==> config.mk <==
export PLATFORM = sky130hd
export DESIGN_NAME = hazard_scoreboard
export DESIGN_NICKNAME = d
export VERILOG_FILES = /design/src/rtl/hazard_scoreboard.sv
export SDC_FILE = /design/constraint.sdc
export NUM_CORES = 1
export LEC_CHECK = 0
export ABC_AREA = 1
export ABC_CLOCK_PERIOD_IN_PS = 2260
export CAP_MARGIN = 40
export CORE_MARGIN = 2
export CORE_UTILIZATION = 50
export DETAILED_ROUTE_END_ITERATION = 10
export PLACE_DENSITY = 0.8
export SLEW_MARGIN = 10
export SYNTH_ARGS = -nofsm -noshare
export SYNTH_HDL_FRONTEND = slang
export SYNTH_SLANG_ARGS = --single-unit
==> constraint.sdc <==
create_clock -name clk -period 2.26 [get_ports clk]
set_clock_uncertainty 0.15 [all_clocks]
set_input_delay 0.452 -clock clk [delete_from_list [all_inputs] [get_ports clk]]
set_output_delay 0.452 -clock clk [all_outputs]
set_load 0.005 [all_outputs]
==> src/rtl/hazard_scoreboard.sv <==
// hazard_scoreboard: tracks in-flight destination registers and picks forwarding sources or stalls decode.
// Stage 1 is the youngest tracked instruction; matches are resolved youngest-first.
module hazard_scoreboard #(
    parameter int ADDR_W = 3,
    parameter int DEPTH  = 2,
    parameter int FWD_EN = 1,
    parameter int CNT_W  = 16
) (
    input  logic              clk,
    input  logic              rst,
    input  logic              id_valid,
    input  logic [ADDR_W-1:0] id_aa,
    input  logic [ADDR_W-1:0] id_ba,
    input  logic              id_ma,
    input  logic              id_mb,
    input  logic              id_rw,
    input  logic [ADDR_W-1:0] id_da,
    input  logic              id_ld,
    input  logic              flush,
    output logic              stall,
    output logic              stall_n,
    output logic [2:0]        fwd_a,
    output logic [2:0]        fwd_b,
    output logic [CNT_W-1:0]  stall_cnt
);
    logic [DEPTH-1:0]             v, rw, ld;
    logic [DEPTH-1:0][ADDR_W-1:0] da;
    logic [2:0]                   sel_a, sel_b;

    // Scan oldest to youngest so the youngest match overwrites older ones.
    always_comb begin
        sel_a = '0;
        sel_b = '0;
        for (int k = DEPTH - 1; k >= 0; k--) begin
            if (id_valid && !id_ma && v[k] && rw[k] && da[k] != '0 && da[k] == id_aa) sel_a = 3'(k + 1);
            if (id_valid && !id_mb && v[k] && rw[k] && da[k] != '0 && da[k] == id_ba) sel_b = 3'(k + 1);
        end
    end

    assign fwd_a   = FWD_EN != 0 ? sel_a : 3'd0;
    assign fwd_b   = FWD_EN != 0 ? sel_b : 3'd0;
    assign stall   = FWD_EN != 0 ? ld[0] && (sel_a == 3'd1 || sel_b == 3'd1)
                                 : (sel_a != 3'd0 || sel_b != 3'd0);
    assign stall_n = ~stall;

    always_ff @(posedge clk) begin
        if (rst) begin
            v         <= '0;
            rw        <= '0;
            ld        <= '0;
            da        <= '0;
            stall_cnt <= '0;
        end else begin
            if (stall && !(&stall_cnt)) stall_cnt <= stall_cnt + CNT_W'(1);
            if (flush) begin
                v <= '0;
            end else begin
                for (int k = DEPTH - 1; k > 0; k--) begin
                    v[k]  <= v[k-1];
                    rw[k] <= rw[k-1];
                    ld[k] <= ld[k-1];
                    da[k] <= da[k-1];
                end
                v[0]  <= id_valid && !stall;
                rw[0] <= id_rw;
                ld[0] <= id_ld;
                da[0] <= id_da;
            end
        end
    end
endmodule

# [Word level (Yosys, flattened, before mapping)]
# Cells that the tools add are included.
[classes] add_sub_neg=1 n_eq_ne=6 n_mux=4 bitwise_logic=1 reduce_logical=30
[ops] cell="$logic_and 1x1->1" count=21
[ops] cell="$add 16x1->16 const B" count=1
[ops] cell="$reduce_and 16->1" count=1
[ops] cell="$eq 3x3->1" count=4
[ops] cell="$eq 3x1->1 const B" count=2
[ops] cell="$mux 3" count=2
[ops] cell="$reduce_bool 3->1" count=2
[ops] cell="$logic_not 1->1" count=4
[ops] cell="$mux 2" count=2
[ops] cell="$reduce_or 2->1" count=1
[ops] cell="$logic_or 1x1->1" count=1
[ops] cell="$not 1->1" count=1
[word_totals] regBits=27 input_bits=17 out_inout_bits=24 word_cells=48

# [Depth between registers and ports, before layout]
# Gate-level depths: netlist of run 1.
[depth] ltp_word=13 ltp_mapped=10 ltp_nobuf=9

# [Worst setup path after synthesis of run 1]
# Ideal clock, no wire load.
[synth_path] kind="register -> register" from="register stall_cnt[0]" to="register stall_cnt[10]" setup_ns=0.070 arrival_time_ns=1.480 required_ns=2.040 slack_ns=0.559 path_stages_with_launch=9 n_path_buf=1 period_less_slack_ns=1.701 path_cell_list="dfxtp_1 -> ha_1 -> inv_2 -> nor2_4 -> nand4_4 -> nand3_4 -> buf_6 -> nand2_1 -> a21oi_1"
[synth_via] elab_chain_cells=3 word_cells_on_any_way=4 classes_between="1 x add/sub; 3 x reduce/logical"
[synth_lines] item="from (decl)" line_no="24" rtl="output logic [CNT_W-1:0] stall_cnt"
[synth_lines] item="from (signal assigned)" line_no="54" rtl="if (stall && !(&stall_cnt)) stall_cnt <= stall_cnt + CNT_W'(1);"
[synth_lines] item="branches (longest 3 deep; another with $add 16x1->16)"
# Parallel ways; which one is timed is not known.
# A chain may end at the register's enable or synchronous reset.

# [Worst setup path in the final report of run 1]
[layout_path] from="register da[5] in the netlist's numbering" to="output fwd_a[1]"
[layout_via] elab_chain_cells=5 word_cells_on_any_way=6 classes_between="1 x eq/ne; 2 x mux; 3 x reduce/logical"
[layout_lines] item="from (decl)" line_no="27" rtl="logic [DEPTH-1:0][ADDR_W-1:0] da;"
[layout_lines] item="from (signal, indexed assignment)" line_no="62" rtl="da[k] <= da[k-1];"
[layout_lines] item="$reduce_bool 3->1" line_no="35" rtl="if (id_valid && !id_ma && v[k] && rw[k] && da[k] != '0 && da[k] == id_aa) sel_a = 3'(k + 1);"
[layout_lines] item="$logic_and 1x1->1" line_no="35"
[layout_lines] item="$logic_and 1x1->1 (*)" line_no="35"
[layout_lines] item="$mux 2 (*)" line_no="35"
[layout_lines] item="$mux 3 (*)" line_no="35"
[layout_lines] item="to (decl)" line_no="22" rtl="output logic [2:0] fwd_a,"
# Every way passes the cells marked *; elsewhere a longest branch is shown, timed or not.

==> out/results.ini, run 1 <==
[drt]
drc = 0
vias = 1935
final_antenna_net_count = 0
wl_per_cell_um = 12.3
routed_wl_mm = 4.49
first_pass_iters = 5
via_per_inst = 5.32
drt_iter0_markers = 135

[power]
powerDensity_nw_per_um2 = 369
pwr-share-seq = 0.577
leakagePower_nw = 0.942
pwr-share-comb = 0.167
ir_worst_vdd_v = 0.000379
p_sw_frac = 0.285
p_sw_w = 0.000249
power_w = 0.000873
power_frac_clock = 0.256
internal_power_w = 0.000624

[synthesis]
ys_top_cells_by_area = dfxtp_1, nand2_1, nand4_1, a21oi_1, xnor2_1
synth_seq_cells = 27
syn_area_um2 = 1760
yosysUniqueCellTypes = 30
synth_top_area_frac = 0.307
netlist_instances = 266
synth_area_per_cell_um2 = 6.62
yosys.area.top_type = dfxtp_1
yosysWarningCount = 0
ys_seq_area_frac = 0.307

[sta]
hold_violations = 0
rsz0062_at_grt = yes
min_period_ps = 2180
fmax_ghz = 0.458
setup_viol_count_final = 0
finalMaxSlewViolations = 0
timing.final.ws_setup_ps = 75.9
fin_crit_sh = 0.966
final.setup.tns_ps = 0

[worst_setup_path]
max_stage_delay_ps = 480
r2r-end = stall_cnt[14]
cp.required_ps = 1660
rr_startpoint = stall_cnt[0]
crit_type = flip-flop to output pin
slowest_stage = dfxtp_1
path_max_fanout = 4
cp_top_family = flip-flops
reg2reg_slack_ps = 440
rr_worst_depth = 7
cp_cell_sequence = xnor2_1 > nand3_1 > nor4_4 > clkdlybuf4s15_2
start_kind = flip-flop
crit_buf_inv = 1
worstPathArrival_ps = 1580
critPathCaptureType = output pin

[min_path]
hp-start = v[0]
hold_path.class = flip-flop to flip-flop
hold_depth = 2
hold_end = v[1]

[grt]
antenna_found_initial = 0
grt_pass1_vias = 1756
grt_max_degree = 19
grt_overflow = 0
grt_usage = 0.235
grt_pass1_wl_mm = 7.81

[layout]
final_cell_mix = nand2_1, nor2_1, clkdlybuf4s50_1
drive_gt1_frac = 0.186
fin_util = 0.704
layout_commonest_cell = nand2_1
n_antenna_cell = 0
syn2layout_area_growth_pct = 34.4
final_nets = 337
fin_cells = 364

[placement]
port_buffers = 38
place_hpwl_mm = 3.32
pre_cts_ws_ps = -443
dp_cells = 356
gp_congestion = 0.898

[floorplanning]
start_util = 0.524
die_h_um = 63.4
core_um2 = 3360
die_area_um2 = 4010
row_count = 21
io_pins = 41
die_x_um = 63.4

[clocking]
cts_buffer_depth = 2
clk-insertion-delay-late_ps = 340
clk_pin_slew_worst_paths_ps = 160
cts_root_buf = clkbuf_4
cts_sinks = 27
h-tree-depth = 1
cts_tree = done
cts_buffers = 3
holdBufCountCts = 0

[outcome]
outcome = finished clean

[job]
drv_cap = 0

## power by group through the flow
| stage | registers (W) | clock network [W] | logic, W |
|---|---|---|---|
| floorplan | 0.000508 | 0 | 0.0000786 |
| global placement | 0.000512 | 0 | 0.000133 |
| detailed placement | 0.000512 | 0 | 0.000134 |
| CTS | 0.000502 | 0.000226 | 0.000137 |
| global route | 0.000506 | 0.000251 | 0.000162 |
| finish | 0.000504 | 0.000224 | 0.000145 |
## synth_stat cells
cell      number
a21oi_1       22
and2_1         1
buf_2          1
buf_4          4
buf_6          1
clkbuf_1       3
clkbuf_4       1
clkinv_1       2
conb_1         1
dfxtp_1       27
ha_1           1
inv_1         23
inv_2          4
nand2_1       67
nand2_2        3
nand2_4        1
nand3_1       14
nand3_2        2
nand3_4        1
nand4_1       21
nand4_4        1
nor2_1        24
nor2_2         6
nor2_4         1
nor3_1         3
nor3_2         1
nor4_1         2
o21ai_0       13
xnor2_1       11
xor2_1         4
## registers in the layout (all words and copies together) (netlist names)
name and count:
stall_cnt 16, rw 2, v 2, ld 1, da 6
## logic make-up after synthesis
logic type | synth area share
flip-flops | 0.307
AND/OR/NAND/NOR | 0.411
XOR/XNOR | 0.0746
adder cells (fa/ha/maj) | 0.00710
buffers and inverters | 0.0987
AO/OA/AOI/OAI | 0.0994
other | 0.00213
## worst register-to-register path, stage by stage, from the launching register on
cell     delay [ps]
dfxtp_1         490
ha_1            230
inv_2            50
nor2_4          190
nand4_4         190
nand3_4         240
nand2_1          70
a21oi_1         140
## how the worst max path moves through the flow
stage	start	endpoint	slack [ps]	depth (start not counted)
after floorplan	stall_cnt[0]	stall_cnt[10]	560	8
after global placement	id_aa[2]	fwd_a[1]	-450	7
after detailed placement	id_ba[0]	fwd_b[1]	-440	8
after CTS	da[2]	fwd_b[1]	40	8
after global routing	da[1]	fwd_a[0]	-70	8
final	da[5]	fwd_a[1]	80	4
## metrics by stage
step / instance area [µm²] / hold WS [ps]
6_report: 2370 / 294
5_1_grt: 2370 / 313
4_1_cts: 2330 / 294
3_5_place_dp: 2260 / 273
3_3_place_gp: 2260 / 268
2_1_floorplan: 1770 / 258
## final cells by class
class,instances,area [µm²]
multi-input cells,201,1100
fillers,296,996
flip-flops and latches,27,549
repair buffers,57,517
inverters,29,109
well taps,46,57.6
clock buffers,3,22.5
clock inverters,1,7.51
## what timing repair did
action                                  in CTS  in global routing
buffers inserted                             4                  0
endpoints found under the setup margin       6                  6
gates resized for setup                     33                 12
pin swaps                                    7                  3
## per-layer routing
metal | track usage | part of all wire
met2 | 0.389 | 0.47
met3 | 0.0268 | 0.053
met5 | 0 | 0
met4 | 0.0543 | 0.010
met1 | 0.325 | 0.46
No activity file was read; power rests on OpenSTA's default activity.
==> run 2: changes to the inputs <==
Settings changed: SKIP_CTS_REPAIR_TIMING set to 1.
==> run 2 against run 1 <==
Wire length up 1.9%; setup slack worse by 18 ps; hold slack worse by 16 ps; utilization up 0.48 points; sequential share of layout area down 0.37 points; cell count down 0.27%; via count about the same; critical path type unchanged; highest routed layer unchanged.
==> out/results.ini, run 2 (same netlist as run 1, synthesis figures left out) <==
[outcome]
outcome = finished clean

[min_path]
hp-start = id_valid
hold_depth = 3  ; +1
hold_end = v[0]
hold_path.class = input pin to flip-flop

[worst_setup_path]
worstPathArrival_ps = 1600  ; +20 ps
r2r-end = stall_cnt[14]
reg2reg_slack_ps = 430  ; about the same
cp.required_ps = 1660  ; about the same
rr_worst_depth = 7  ; unchanged
crit_type = flip-flop to output pin
critPathCaptureType = output pin
start_kind = flip-flop
rr_startpoint = stall_cnt[0]
path_max_fanout = 3  ; -1

[placement]
pre_cts_ws_ps = -443  ; unchanged
port_buffers = 38  ; unchanged
place_hpwl_mm = 3.32  ; unchanged
gp_congestion = 0.898  ; unchanged
dp_cells = 356  ; unchanged

[layout]
layout_commonest_cell = nand2_1
drive_gt1_frac = 0.196  ; +0.0100
largest-register = stall_cnt
fillers = 286  ; -3.4%
final_cell_mix = nand2_1, dfxtp_1, clkdlybuf4s50_1, nor2_1, a21oi_1
n_antenna_cell = 0  ; unchanged
largest_register_ffs = 16  ; unchanged
final_nets = 336  ; -0.30%
syn2layout_area_growth_pct = 35.3
top_regs = stall_cnt (16), da (6)
fin_cells = 363  ; -0.27%

[clocking]
clk-insertion-delay-late_ps = 340  ; about the same
cts_buffer_depth = 2  ; unchanged
cts_root_buf = clkbuf_4
cts_tree = done
clk_pin_slew_worst_paths_ps = 160  ; about the same
cts_sinks = 27  ; unchanged
cts_buffers = 3  ; unchanged
h-tree-depth = 1  ; unchanged

[power]
pwr-share-seq = 0.575  ; -0.002
p_sw_frac = 0.284  ; -0.00119
powerDensity_nw_per_um2 = 367  ; -0.52%
pwr-share-comb = 0.170  ; +0.003
ir_worst_vdd_v = 0.000385  ; +1.5%
leakagePower_nw = 1.03  ; +9.6%
internal_power_w = 0.000626  ; +0.33%
power_frac_clock = 0.255  ; about the same
power_w = 0.000874  ; +0.16%
p_sw_w = 0.000248  ; -0.26%

[sta]
timing.final.ws_setup_ps = 58.2  ; -17.7 ps
setup_viol_count_final = 0  ; unchanged
fin_hold_ws_ps = 277  ; -16.5 ps
fmax_ghz = 0.454  ; -0.80%
finalMaxSlewViolations = 0  ; unchanged
final.setup.tns_ps = 0  ; unchanged
fin_crit_sh = 0.974  ; +0.00782
min_period_ps = 2200  ; +17.7 ps
hold_violations = 0  ; unchanged

[floorplanning]
core_um2 = 3360  ; unchanged
start_util = 0.524  ; unchanged
die_h_um = 63.4  ; unchanged
io_pins = 41  ; unchanged
die_x_um = 63.4  ; unchanged
die_area_um2 = 4010  ; unchanged
row_count = 21  ; unchanged

[grt]
met1_usage = 0.321  ; -0.00441
grt_max_degree = 19  ; unchanged
grtUsageMet3 = 0.0268  ; unchanged
grtUsageMet2 = 0.376  ; -0.0132
top_usage_layer = met2
grt_overflow = 0  ; unchanged
antenna_found_initial = 0  ; unchanged
grt_pass1_vias = 1693  ; -3.6%
grt_usage = 0.229  ; -0.00525
grt_pass1_wl_mm = 7.61  ; -2.6%

[drt]
first_pass_iters = 5  ; unchanged
routed_wl_mm = 4.58  ; +1.9%
wl_per_cell_um = 12.6  ; +2.2%
drt_iter0_markers = 136  ; +0.74%
final_antenna_net_count = 0  ; unchanged
drc = 0  ; unchanged
vias = 1936  ; +0.052%
via_per_inst = 5.33  ; +0.33%

[job]
drv_cap = 0  ; unchanged

[run 2: cell count changes in the layout (fill, tap and decap cells not counted), moves of 3 or more]
cell	delta
dlymetal6s2s_1	+12
dlygate4sd2_1	-9
nand2_1	-3
nand2_2	+3
[run 2: through the flow]
stage | instance area [µm²] | util
after global routing | 2380 | 0.709
after floorplan | 1770 | -
final | 2380 | 0.709
after global placement | 2260 | 0.673
after CTS | 2290 | 0.682
after detailed placement | 2260 | 0.673
[run 2: routing by layer]
layer	part of all wire	routed length [µm]
met1	0.46	2080
met2	0.49	2240
met3	0.049	225
met4	0.0068	31
met5	0	0
[run 2: cell type report]
type | count | area, µm² | share of cell area
Sequential cell | 27 | 544 | 0.228
Clock inverter | 1 | 7.51 | 0.00315
Tap cell | 46 | 57.6 | 0.0241
Clock buffer | 3 | 22.5 | 0.00945
Multi-Input combinational cell | 201 | 1100 | 0.461
Inverter | 29 | 109 | 0.0457
Timing Repair Buffer | 56 | 543 | 0.228
[run 2: critical path: stages, from the launching register on]
cell and delay, ps:
dfxtp_2 360, buf_4 130, o21ai_2 140, nand2_1 90
nand3_2 100, inv_2 40, buf_4 120, nor4_2 130
buf_2 160
[run 2: worst max-delay path by stage]
stage	start	to	slack, ps	cells past startpoint
finish	da[2]	fwd_b[1]	60	8
global route	da[2]	fwd_b[1]	-30	8
CTS	id_ba[0]	fwd_b[1]	-470	8
detailed placement	id_ba[0]	fwd_b[1]	-440	8
global placement	id_aa[2]	fwd_a[1]	-450	7
floorplan	stall_cnt[0]	stall_cnt[10]	560	8
[run 2: power by group through the flow]
stage / Combinational [W] / Sequential [W] / Clock [W]
floorplan: 0.0000786 / 0.000508 / 0
global placement: 0.000133 / 0.000512 / 0
detailed placement: 0.000134 / 0.000512 / 0
CTS: 0.000135 / 0.000502 / 0.000226
global route: 0.000164 / 0.000505 / 0.000252
finish: 0.000148 / 0.000503 / 0.000223
